### src/rtl/risc16_boot_ctrl.sv
// Boot/load controller for risc16f: holds the core in reset, loads a byte-stream
// program image into instruction memory, verifies an XOR checksum, then releases the core.
module risc16_boot_ctrl #(
    parameter logic [15:0] BASE_ADDR = 16'h0000,
    parameter logic [15:0] MAX_WORDS = 16'd32768
) (
    input  logic        clk,
    input  logic        rst,
    input  logic        start,
    input  logic        s_valid,
    input  logic [7:0]  s_data,
    output logic        s_ready,
    output logic        mem_we,
    output logic [15:0] mem_addr,
    output logic [15:0] mem_din,
    output logic        core_rst,
    output logic        busy,
    output logic        done,
    output logic        err
);

    typedef enum logic [2:0] {
        IDLE, LEN_HI, LEN_LO, DATA_HI, DATA_LO, CSUM, RUN, ERR
    } state_t;

    state_t      state, state_nxt;
    logic        rst_q;
    logic [15:0] count;
    logic [15:0] idx;
    logic [7:0]  acc;
    logic [7:0]  hi;

    logic        xfer;
    logic [15:0] len_word;
    logic [15:0] idx_inc;
    logic        load_nxt;

    // Assertion propagates asynchronously through rst_q; release is taken on the first edge.
    always_ff @(posedge clk or negedge rst) begin
        if (!rst) rst_q <= 1'b0;
        else      rst_q <= 1'b1;
    end

    assign xfer     = s_valid && s_ready;
    assign len_word = {count[15:8], s_data};
    assign idx_inc  = idx + 16'd1;
    assign load_nxt = (state_nxt == LEN_HI) || (state_nxt == LEN_LO) ||
                      (state_nxt == DATA_HI) || (state_nxt == DATA_LO) ||
                      (state_nxt == CSUM);

    always_comb begin
        state_nxt = state;
        case (state)
            IDLE, RUN, ERR: if (start) state_nxt = LEN_HI;
            LEN_HI:  if (xfer) state_nxt = LEN_LO;
            LEN_LO:
                if (xfer) begin
                    if (len_word > MAX_WORDS)  state_nxt = ERR;
                    else if (len_word == 16'd0) state_nxt = CSUM;
                    else                       state_nxt = DATA_HI;
                end
            DATA_HI: if (xfer) state_nxt = DATA_LO;
            DATA_LO: if (xfer) state_nxt = (idx_inc == count) ? CSUM : DATA_HI;
            CSUM:    if (xfer) state_nxt = (s_data == acc) ? RUN : ERR;
            default: state_nxt = IDLE;
        endcase
    end

    // Status outputs are decoded from the next state so they change with the state register.
    always_ff @(posedge clk or negedge rst_q) begin
        if (!rst_q) begin
            state    <= IDLE;
            count    <= 16'd0;
            idx      <= 16'd0;
            acc      <= 8'd0;
            hi       <= 8'd0;
            s_ready  <= 1'b0;
            busy     <= 1'b0;
            core_rst <= 1'b1;
            err      <= 1'b0;
            done     <= 1'b0;
            mem_we   <= 1'b0;
            mem_addr <= 16'd0;
            mem_din  <= 16'd0;
        end else begin
            state    <= state_nxt;
            s_ready  <= load_nxt;
            busy     <= load_nxt;
            core_rst <= (state_nxt != RUN);
            err      <= (state_nxt == ERR);
            done     <= (state == CSUM) && xfer && (s_data == acc);
            mem_we   <= 1'b0;
            case (state)
                LEN_HI: if (xfer) count[15:8] <= s_data;
                LEN_LO:
                    if (xfer) begin
                        count[7:0] <= s_data;
                        idx        <= 16'd0;
                        acc        <= 8'd0;
                    end
                DATA_HI:
                    if (xfer) begin
                        hi  <= s_data;
                        acc <= acc ^ s_data;
                    end
                DATA_LO:
                    if (xfer) begin
                        acc      <= acc ^ s_data;
                        mem_we   <= 1'b1;
                        mem_addr <= BASE_ADDR + {idx[14:0], 1'b0};
                        mem_din  <= {hi, s_data};
                        idx      <= idx_inc;
                    end
                default: ;
            endcase
        end
    end

endmodule

### config.mk
export PLATFORM = sky130hd
export DESIGN_NAME = risc16_boot_ctrl
export DESIGN_NICKNAME = d
export VERILOG_FILES = /design/src/rtl/risc16_boot_ctrl.sv
export SDC_FILE = /design/constraint.sdc
export NUM_CORES = 1
export LEC_CHECK = 0
export ABC_AREA = 1
export BUFFER_PORTS_ARGS = -buffer_cell sky130_fd_sc_hd__buf_4
export CORE_ASPECT_RATIO = 1.75
export CORE_MARGIN = 2
export CORE_UTILIZATION = 45
export CTS_CLUSTER_SIZE = 10
export DETAILED_ROUTE_END_ITERATION = 7
export GPL_ROUTABILITY_DRIVEN = 0
export SETUP_SLACK_MARGIN = 0.5
export SLEW_MARGIN = 20
export SYNTH_ARGS = -nofsm -noshare
export SYNTH_HDL_FRONTEND = slang
export SYNTH_SLANG_ARGS = --single-unit
export TNS_END_PERCENT = 50
### constraint.sdc
create_clock -name clk -period 4.8 [get_ports clk]
set_input_delay 0.72 -clock clk [delete_from_list [all_inputs] [get_ports clk]]
set_output_delay 0.72 -clock clk [all_outputs]
set_load 0.005 [all_outputs]
Word level (Yosys, flattened, before mapping)
Index checks and enable logic that the tools add are counted.
{"block": "word_totals", "register_bits": 88, "latch_bits": 0, "ramBits": 0, "mem_bits_ro": 0, "inputBits": 12, "out_inout_bits": 38, "mem_count": 0}
{"block": "op_classes", "add_sub_neg": 1, "n_mul": 0, "div_mod_pow": 0, "n_lt_le_gt_ge": 1, "eq_ne": 19, "n_shift": 0, "mux": 19, "n_bitwise": 1, "reduce_logical": 19}
{"op": "16-bit 2-to-1 mux", "count": 2}
{"op": "16-bit one-hot mux with 2 select lines", "count": 1}
{"op": "3-bit 2-to-1 mux", "count": 9}
{"op": "3-bit == test (second input constant)", "count": 7}
{"op": "3-bit one-hot mux with 6 select lines", "count": 1}
{"op": "16-bit by 1-bit adder with 16-bit output (second input constant)", "count": 1}
{"op": "16-bit == test", "count": 1}
{"op": "16-bit greater-than comparator (second input constant)", "count": 1}
{"op": "16-bit zero test", "count": 1}
{"op": "8-bit 2-to-1 mux", "count": 2}
{"op": "8-bit one-hot mux with 2 select lines", "count": 1}
{"op": "3-bit by 2-bit == test with 1-bit output (second input constant)", "count": 4}
{"op": "8-bit == test", "count": 1}
{"op": "2-bit AND reduction", "count": 4}
{"op": "8-bit XOR", "count": 1}
{"op": "3-bit by 1-bit == test with 1-bit output (second input constant)", "count": 2}
{"op": "3-bit AND reduction", "count": 2}
{"op": "1-bit logical OR", "count": 4}
{"op": "2-bit != test (second input constant)", "count": 2}
{"op": "2-bit nonzero test", "count": 2}
{"op": "1-bit logical AND", "count": 3}
{"op": "3-bit zero test", "count": 1}
{"op": "1-bit 2-to-1 mux", "count": 3}
{"op": "3-bit != test (second input constant)", "count": 1}
{"op": "other kinds (3)", "count": 3}

Logic depth before layout (Yosys ltp)
Gate-level depths: netlist (run 1).
{"block": "depth", "word_depth": 10, "ltp_mapped": 20, "mapped_depth_nobuf": 20}

Worst setup path before layout (run 1)
OpenSTA, ideal clock, no wires.
{"block": "synth_path", "path_type": "input to register", "from": "input s_valid", "to": "register idx[15]", "t_arrival_ps": 1898, "path_slack_ps": 2819, "path_stages": 9, "n_path_buf": 2, "path_cell_list": "nand2_1 inv_1 nand2_1 inv_1 nor2_1 buf_2 inv_1 buf_2 o22ai_1"}
{"block": "synth_via", "elab_chain_cells": 3}
{"element": "start, declared", "line_no": "10", "source": "input logic s_valid,"}
{"element": "1-bit logical AND *", "line_no": "44", "source": "assign xfer = s_valid && s_ready;"}
{"element": "2-bit != test (no source line)"}
{"element": "3-bit AND reduction (no source line) *"}
{"element": "end signal, assigned", "line_no": "112", "source": "idx <= idx_inc;"}
{"element": "end, declared", "line_no": "29", "source": "logic [15:0] idx;"}
Every way passes the cells marked *; elsewhere a longest branch is shown, timed or not.
A chain may end at the register's enable or synchronous reset.

Worst setup path after layout (run 1)
{"block": "layout_path", "from": "input s_valid", "to": "register idx[9]"}
The elaborated chain is that of the path after synthesis.

==> summary.txt, run 1 <==
Clock tree
  – CTS HTree Levels: 3
  – Total of hold buffers inserted after clock tree synthesis: 0
  – Clock transition at path regs: 60 ps
  – Clock Sinks: 88
  – Number of cells upsized or downsized after cts: 0
  – Number of setup buffers added after CTS: 0
  – Clock buffer count from CTS: 9
  – Later-pin clock latency in the skew report: 340 ps
  – Master cell of the clock root buffer: clkbuf_16
  – Largest buffer count on any clock path: 2
  – CTS tree: built

Outcome
  – Status: completed

Timing
  – Final Skew: 7.02 ps
  – Final sum of negative setup slack: 0 ps
  – Final Hold Slack: 141 ps
  – Shortest period the worst path allows: 2830 ps
  – Final Setup Violations: 0
  – Final clock period utilization by the worst path: 58.9%
  – Unrepaired setup endpoints after global routing: false
  – Max-slew violations: 0
  – Remaining max-slew budget at the tightest pin: 46.1%
  – Fin. Hold Viols: 0
  – Pin slew with the least headroom to its limit: 800 ps
  – Fmax: 0.354 GHz

Worst setup path
  – Most used cell, CP: inv_1
  – Setup crit end kind: flop
  – Critical-path maximum fanout: 17
  – Crit path max-delay family: simple AND/OR/NAND/NOR gates
  – Series of cell instances along the critical path: buf_4 > nand2_1 > inv_1 > nand2_1 > inv_1 > nor2_1 > inv_1 > o21ai_0
  – Reg2reg setup slack: 2050 ps
  – CP startpoint kind: input pin
  – Worst setup path category: in -> reg
  – Buffers plus inverters on the worst setup path: 4
  – Largest incremental delay on the critical path: 590 ps
  – Data required, critical path: 5040 ps
  – Worst Path Arrival: 3070 ps
  – Slowest CP cell: nor2_1

Synthesis
  – Unique masters post-synth: 31
  – Largest area contributor in the synthesized netlist: dfrtp_1
  – Fraction of synthesized cell area taken by the top area cell type: 51.4%
  – Post-synthesis instance area: 0.00423 sq mm
  – Mean instance size in the synthesized netlist: 7.94 sq um
  – Post-Synthesis Net Count: 546
  – Dominant synthesized flop cell: dfrtp_1
  – Register area share after synthesis: 52.1%
  – Fraction of registers with async set or reset after synthesis: 100%
  – Most common cell in the netlist: nand2_1
  – Synth top cells by count: nand2_1 (163), dfrtp_1 (87), o21ai_0 (63)
  – Gate count after technology mapping: 533
  – Post-synthesis register bit count: 88
  – Count of synthesis-stage warnings from yosys: 0
  – Ranking of synthesized cells by area: dfrtp_1 (51%), nand2_1 (14%), o21ai_0 (7.4%)
  – Post-synth EDFFs: 0

Floorplanning
  – I/O pins: 50
  – Die Height: 132 um
  – Die boundary width: 77.3 um
  – Die Footprint: 0.0102 sq mm
  – Standard-cell rows: 46
  – Starting Density: 46.5%
  – Area of the core: 0.00909 sq mm

Cells and area
  – Non-filler cells, final: 703
  – Number of inserted filler cells in the final layout: 911
  – Post-layout net count: 591
  – Utilization of the core after routing: 54.8%
  – Number of diodes added for antenna fixing: 0
  – Multi-input logic area: 0.00172 sq mm
  – Fraction of layout cells with a size suffix above 1: 14.6%
  – Area growth syn-to-layout: 17.8%
  – Area taken by flip-flops and latches: 0.00221 sq mm

Routing
  – DRT Pass-1 Iters: 6
  – Initial DRC count: 228
  – Drt wl/cell: 14.6 um
  – DRC errors left: 0
  – Overall routed net length: 10.3 mm
  – Total via count after detailed routing: 3,533
  – Drt via density: 5.03
  – Residual antenna-violating net count after detailed routing: 0

Power
  – Total chip power: 0.00311 W
  – Peak supply drop: 0.000353 V
  – Power density over the cells: 624 mW/mm^2
  – Static leakage: 2.55 nW

GRT
  – Number of antenna violations at the first check in global routing: 0
  – Total global-route track usage: 21.3%
  – Largest net degree at the start of global routing: 66
  – Total global routing overflow: 0
  – Vias in the first global route: 3,472
  – First-pass GRT wire length: 17.0 mm

Job
  – Max cap viols: 0

Placement
  – Cell total after placement: 687
  – Detailed-placement wirelength estimate: 7.47 mm
  – Input/output buffers: 48

Hold path
  – Tightest Hold Check Type: in -> async
## report_power, final
| part | switching [W] | total (W) | leakage (nW) | internal, W |
|---|---|---|---|---|
| clock network | 0.000292 | 0.000674 | 0.142 | 0.000382 |
| registers | 0.000253 | 0.00131 | 1.13 | 0.00105 |
| logic | 0.000667 | 0.00113 | 1.27 | 0.000463 |
| total | 0.00121 | 0.00311 | 2.55 | 0.00190 |
## cells in the final DEF, fill, tap and decap left out
cell type   Yosys  layout
nand2_2         5       6
clkinvlp_4      0       1
nand2_1       163     162
o22ai_1        10      10
conb_1          2       2
nor2_2          3       3
o2111ai_1       1       1
clkbuf_16       0       9
a21oi_1         4       4
dfrtp_4         0       1
inv_6           0       1
nand3_1        42      42
nor4_1          3       3
buf_4           2      50
dfrtp_1        87      86
nor2_8          1       1
clkinv_4        0       2
o21bai_1        1       1
ha_1            1       1
clkinv_2        0       1
nand3b_1        3       3
nor3_1          6       6
inv_2           3       3
clkbuf_8        0       2
nand4_1        11      11
nor2_4          3       3
xnor2_1         3       3
xor2_1          6       6
dfstp_2         1       1
inv_1          62      62
a31oi_1         1       1
nor2_1         30      30
o21ai_0        63      63
o31ai_1         1       1
nand3_2         1       1
## state kept, by name (all words and copies together) (netlist names)
signal / cells
mem_we: 1
hi: 8
state: 3
rst_q: 1
idx: 16
err: 1
acc: 8
done: 1
count: 16
busy: 1
core_rst: 1
mem_addr: 15
mem_din: 16
## final cells by class
| cell class | count | area share [%] |
|---|---|---|
| inverter | 65 | 4.89 |
| multi-input combinational | 364 | 34.5 |
| sequential | 88 | 44.3 |
| tap | 120 | 3.01 |
| timing repair buffer | 50 | 7.53 |
| clock inverter | 5 | 0.778 |
| clock buffer | 11 | 5.07 |
## worst reg2reg max path, cell delays in order, from the launching register on
cell,delay (ps)
dfrtp_1,400
nand2_1,210
inv_1,170
nand2_1,400
inv_1,110
nor2_1,590
inv_1,480
o21ai_0,300
## through the flow
step                worst slack (ps)  instance area, sq um
floorplan                       2140                  4230
global route                    1790                  4990
CTS                             2030                  4990
global placement                1830                  4690
finish                          1970                  4990
detailed placement              1680                  4690
## kinds of logic after synthesis
kind of cell	count (synthesis)	synth area share [%]
AOI/OAI and AO/OA	81	10.1
xor gates and xnor gates	9	1.86
adders and majority gates	1	0.296
buffers and inverters	81	7.42
DFF	88	52.1
other	2	0.177
and+or+nand+nor	271	28.1
## final timing paths
kind                           endpoint  cells past startpoint         from
max                              idx[9]                      8      s_valid
min                               rst_q                      1          rst
max reg2reg                      idx[9]                      7         busy
min reg2reg                 mem_din[13]                      0        rst_q
max in group asynchronous  mem_addr[12]                      1        rst_q
min in group clk            mem_din[15]                      2  mem_din[15]
## per-layer routing
metal / vias up / GRT usage [%] / share of wire [%]
met5: - / 0 / 0
met4: 0 / 14.7 / 4.7
met3: 25 / 3.84 / 2.7
met2: 77 / 35.9 / 52
met1: 1625 / 24.2 / 41
li1: 1806 / - / -
(Power assumes the default switching activity.)
==> run 2: changes to the inputs <==
==> constraint.sdc (replaced) <==
create_clock -name clk -period 2.7 [get_ports clk]
set_input_delay 0.405 -clock clk [delete_from_list [all_inputs] [get_ports clk]]
set_output_delay 0.405 -clock clk [all_outputs]
set_load 0.005 [all_outputs]
==> summary.txt, run 2 (same netlist as run 1, synthesis figures left out) <==
Outcome
  – Status: completed

Cells and area
  – Registers with the most flip-flops: count (16), idx (16), mem_din (16)
  – Number of diodes added for antenna fixing: 0
  – Most used cells in the layout excluding fill and tap cells: nand2_1 (152), dfrtp_1 (82), o21ai_0 (63), inv_1 (59), buf_4 (58)
  – Most common cell after layout, fill and taps aside: nand2_1
  – Post-layout net count: 605
  – Fraction of layout cells with a size suffix above 1: 20.8%
  – Area growth syn-to-layout: 24.5%

Timing
  – Remaining max-slew budget at the tightest pin: 50.8%
  – Final Setup Violations: 0
  – Final sum of negative setup slack: 0 ps
  – Unrepaired setup endpoints after global routing: true
  – Fin. Hold Viols: 0
  – Final clock period utilization by the worst path: 81.1%
  – Shortest period the worst path allows: 2190 ps
  – Final Skew: 7.42 ps
  – Fmax: 0.457 GHz
  – Min setup slack post-route: 512 ps
  – Max-slew violations: 0
  – Pin slew with the least headroom to its limit: 730 ps

Floorplanning
  – Die Footprint: 0.0102 sq mm
  – Starting Density: 46.5%
  – Die boundary width: 77.3 um
  – Die Height: 132 um
  – Standard-cell rows: 46
  – I/O pins: 50
  – Area of the core: 0.00909 sq mm

Placement
  – Detailed-placement wirelength estimate: 7.31 mm
  – Input/output buffers: 48
  – Worst slack, placed: 429 ps

Worst setup path
  – Series of cell instances along the critical path: buf_6 > inv_4 > nor2_4 > buf_6 > nand4_1 > nand2_1 > nand2_1 > nand2_1 > nand2_1 > nor2_2 > nand3_2 > nand2_1 > nand2_1 > nand2_1 > nand3_2 > nor2_1 > nor2_1
  – Worst setup path category: reg -> reg
  – Reg-to-reg critical path startpoint: idx[0]
  – Worst Path Arrival: 2430 ps
  – Most used cell, CP: nand2_1
  – Largest incremental delay on the critical path: 440 ps
  – Slowest CP cell: dfrtp_2
  – Reg2Reg Depth: 17
  – Critical-path maximum fanout: 7
  – Data required, critical path: 2940 ps
  – Critical register-to-register path endpoint: busy
  – Reg2reg setup slack: 510 ps
  – Destination of the critical timing path: busy
  – Launch point of the worst path: idx[0]
  – CP startpoint kind: flop
  – Setup crit end kind: flop

Routing
  – Drt wl/cell: 14.9 um
  – Residual antenna-violating net count after detailed routing: 0
  – Overall routed net length: 10.7 mm
  – DRT Pass-1 Iters: 4
  – Drt via density: 5.17
  – Total via count after detailed routing: 3,710
  – DRC errors left: 0
  – Initial DRC count: 256

Power
  – Peak supply drop: 0.000662 V
  – Static leakage: 2.65 nW
  – Power density over the cells: 1120 mW/mm^2

Clock tree
  – CTS HTree Levels: 3
  – Master cell of the clock root buffer: clkbuf_16
  – Largest buffer count on any clock path: 2
  – CTS tree: built
  – Later-pin clock latency in the skew report: 340 ps
  – Clock transition at path regs: 70 ps
  – Clock buffer count from CTS: 9
  – Clock Sinks: 88

GRT
  – Largest net degree at the start of global routing: 71
  – Vias in the first global route: 3,632
  – Total global routing overflow: 0
  – Total global-route track usage: 22.0%
  – First-pass GRT wire length: 17.8 mm
  – Number of antenna violations at the first check in global routing: 0

Hold path
  – Tightest Hold Check Type: reg -> async

Job
  – Max cap viols: 0
-- run 2: changes by cell type in the layout (fill, tap and decap cells not counted), sizes merged --
cell / change
bufinv: +2
nor2: +1
inv: -1
dlygate4sd3: +1
clkbuf: -1
clkinv: -2
clkinvlp: +2
buf: +12
-- run 2: stage by stage --
stage | area (sq um) | hold WS (ps) | power [W] | util [%] | std cells
global placement | 4740 | 181 | 0.00429 | 52.1 | 691
CTS | 5120 | 208 | 0.00578 | 56.3 | 711
finish | 5270 | 197 | 0.00589 | 58.0 | 717
global route | 5270 | 224 | 0.00638 | 58.0 | 717
floorplan | 4230 | 109 | 0.00360 | - | 533
detailed placement | 4740 | 185 | 0.00435 | 52.1 | 691
-- run 2: worst min-delay path by stage --
stage / cells after the start / endpoint / slack (ps)
finish: 0 / mem_din[10] / 200
global route: 0 / mem_din[10] / 220
CTS: 0 / hi[5] / 210
detailed placement: 1 / rst_q / 180
global placement: 1 / rst_q / 180
floorplan: 0 / rst_q / 110
-- run 2: layer usage --
layer / up-vias / track usage, % / share of wire, % / wire length (um)
li1: 1831 / - / - / -
met1: 1772 / 26.3 / 41 / 4370
met2: 84 / 38.1 / 53 / 5640
met3: 23 / 3.70 / 3.2 / 347
met4: 0 / 10.3 / 3.3 / 354
met5: - / 0 / 0 / 0
-- run 2: critical path: cells and delay by family, from the launching register on --
kind | cells | cell delay (ps)
buffers and inverters | 3 | 320
DFF | 1 | 440
and+or+nand+nor | 14 | 1320
-- run 2: cell type report --
cell class | instances | area, sq um
clock buffers | 10 | 229
fillers | 879 | 3820
repair buffers | 63 | 508
clock inverters | 6 | 90.1
multi-input cells | 365 | 1830
flip-flops and latches | 88 | 2210
well taps | 120 | 150
inverters | 65 | 254
-- run 2: timing repair --
action / in CTS / in global routing
pin swaps: 4 / 14
setup endpoints to repair: 3 / 20
gates cloned: 1 / 0
hold buffers: 1 / 0
buffers inserted: 2 / 6
endpoints found under the hold margin: 1 / 0
resized for setup: 8 / 28
-- run 2: report_power, final --
| part | switching, W | internal, W | total (W) |
|---|---|---|---|
| Sequential | 0.000466 | 0.00188 | 0.00235 |
| Combinational | 0.00126 | 0.000929 | 0.00219 |
| Clock | 0.000536 | 0.000816 | 0.00135 |
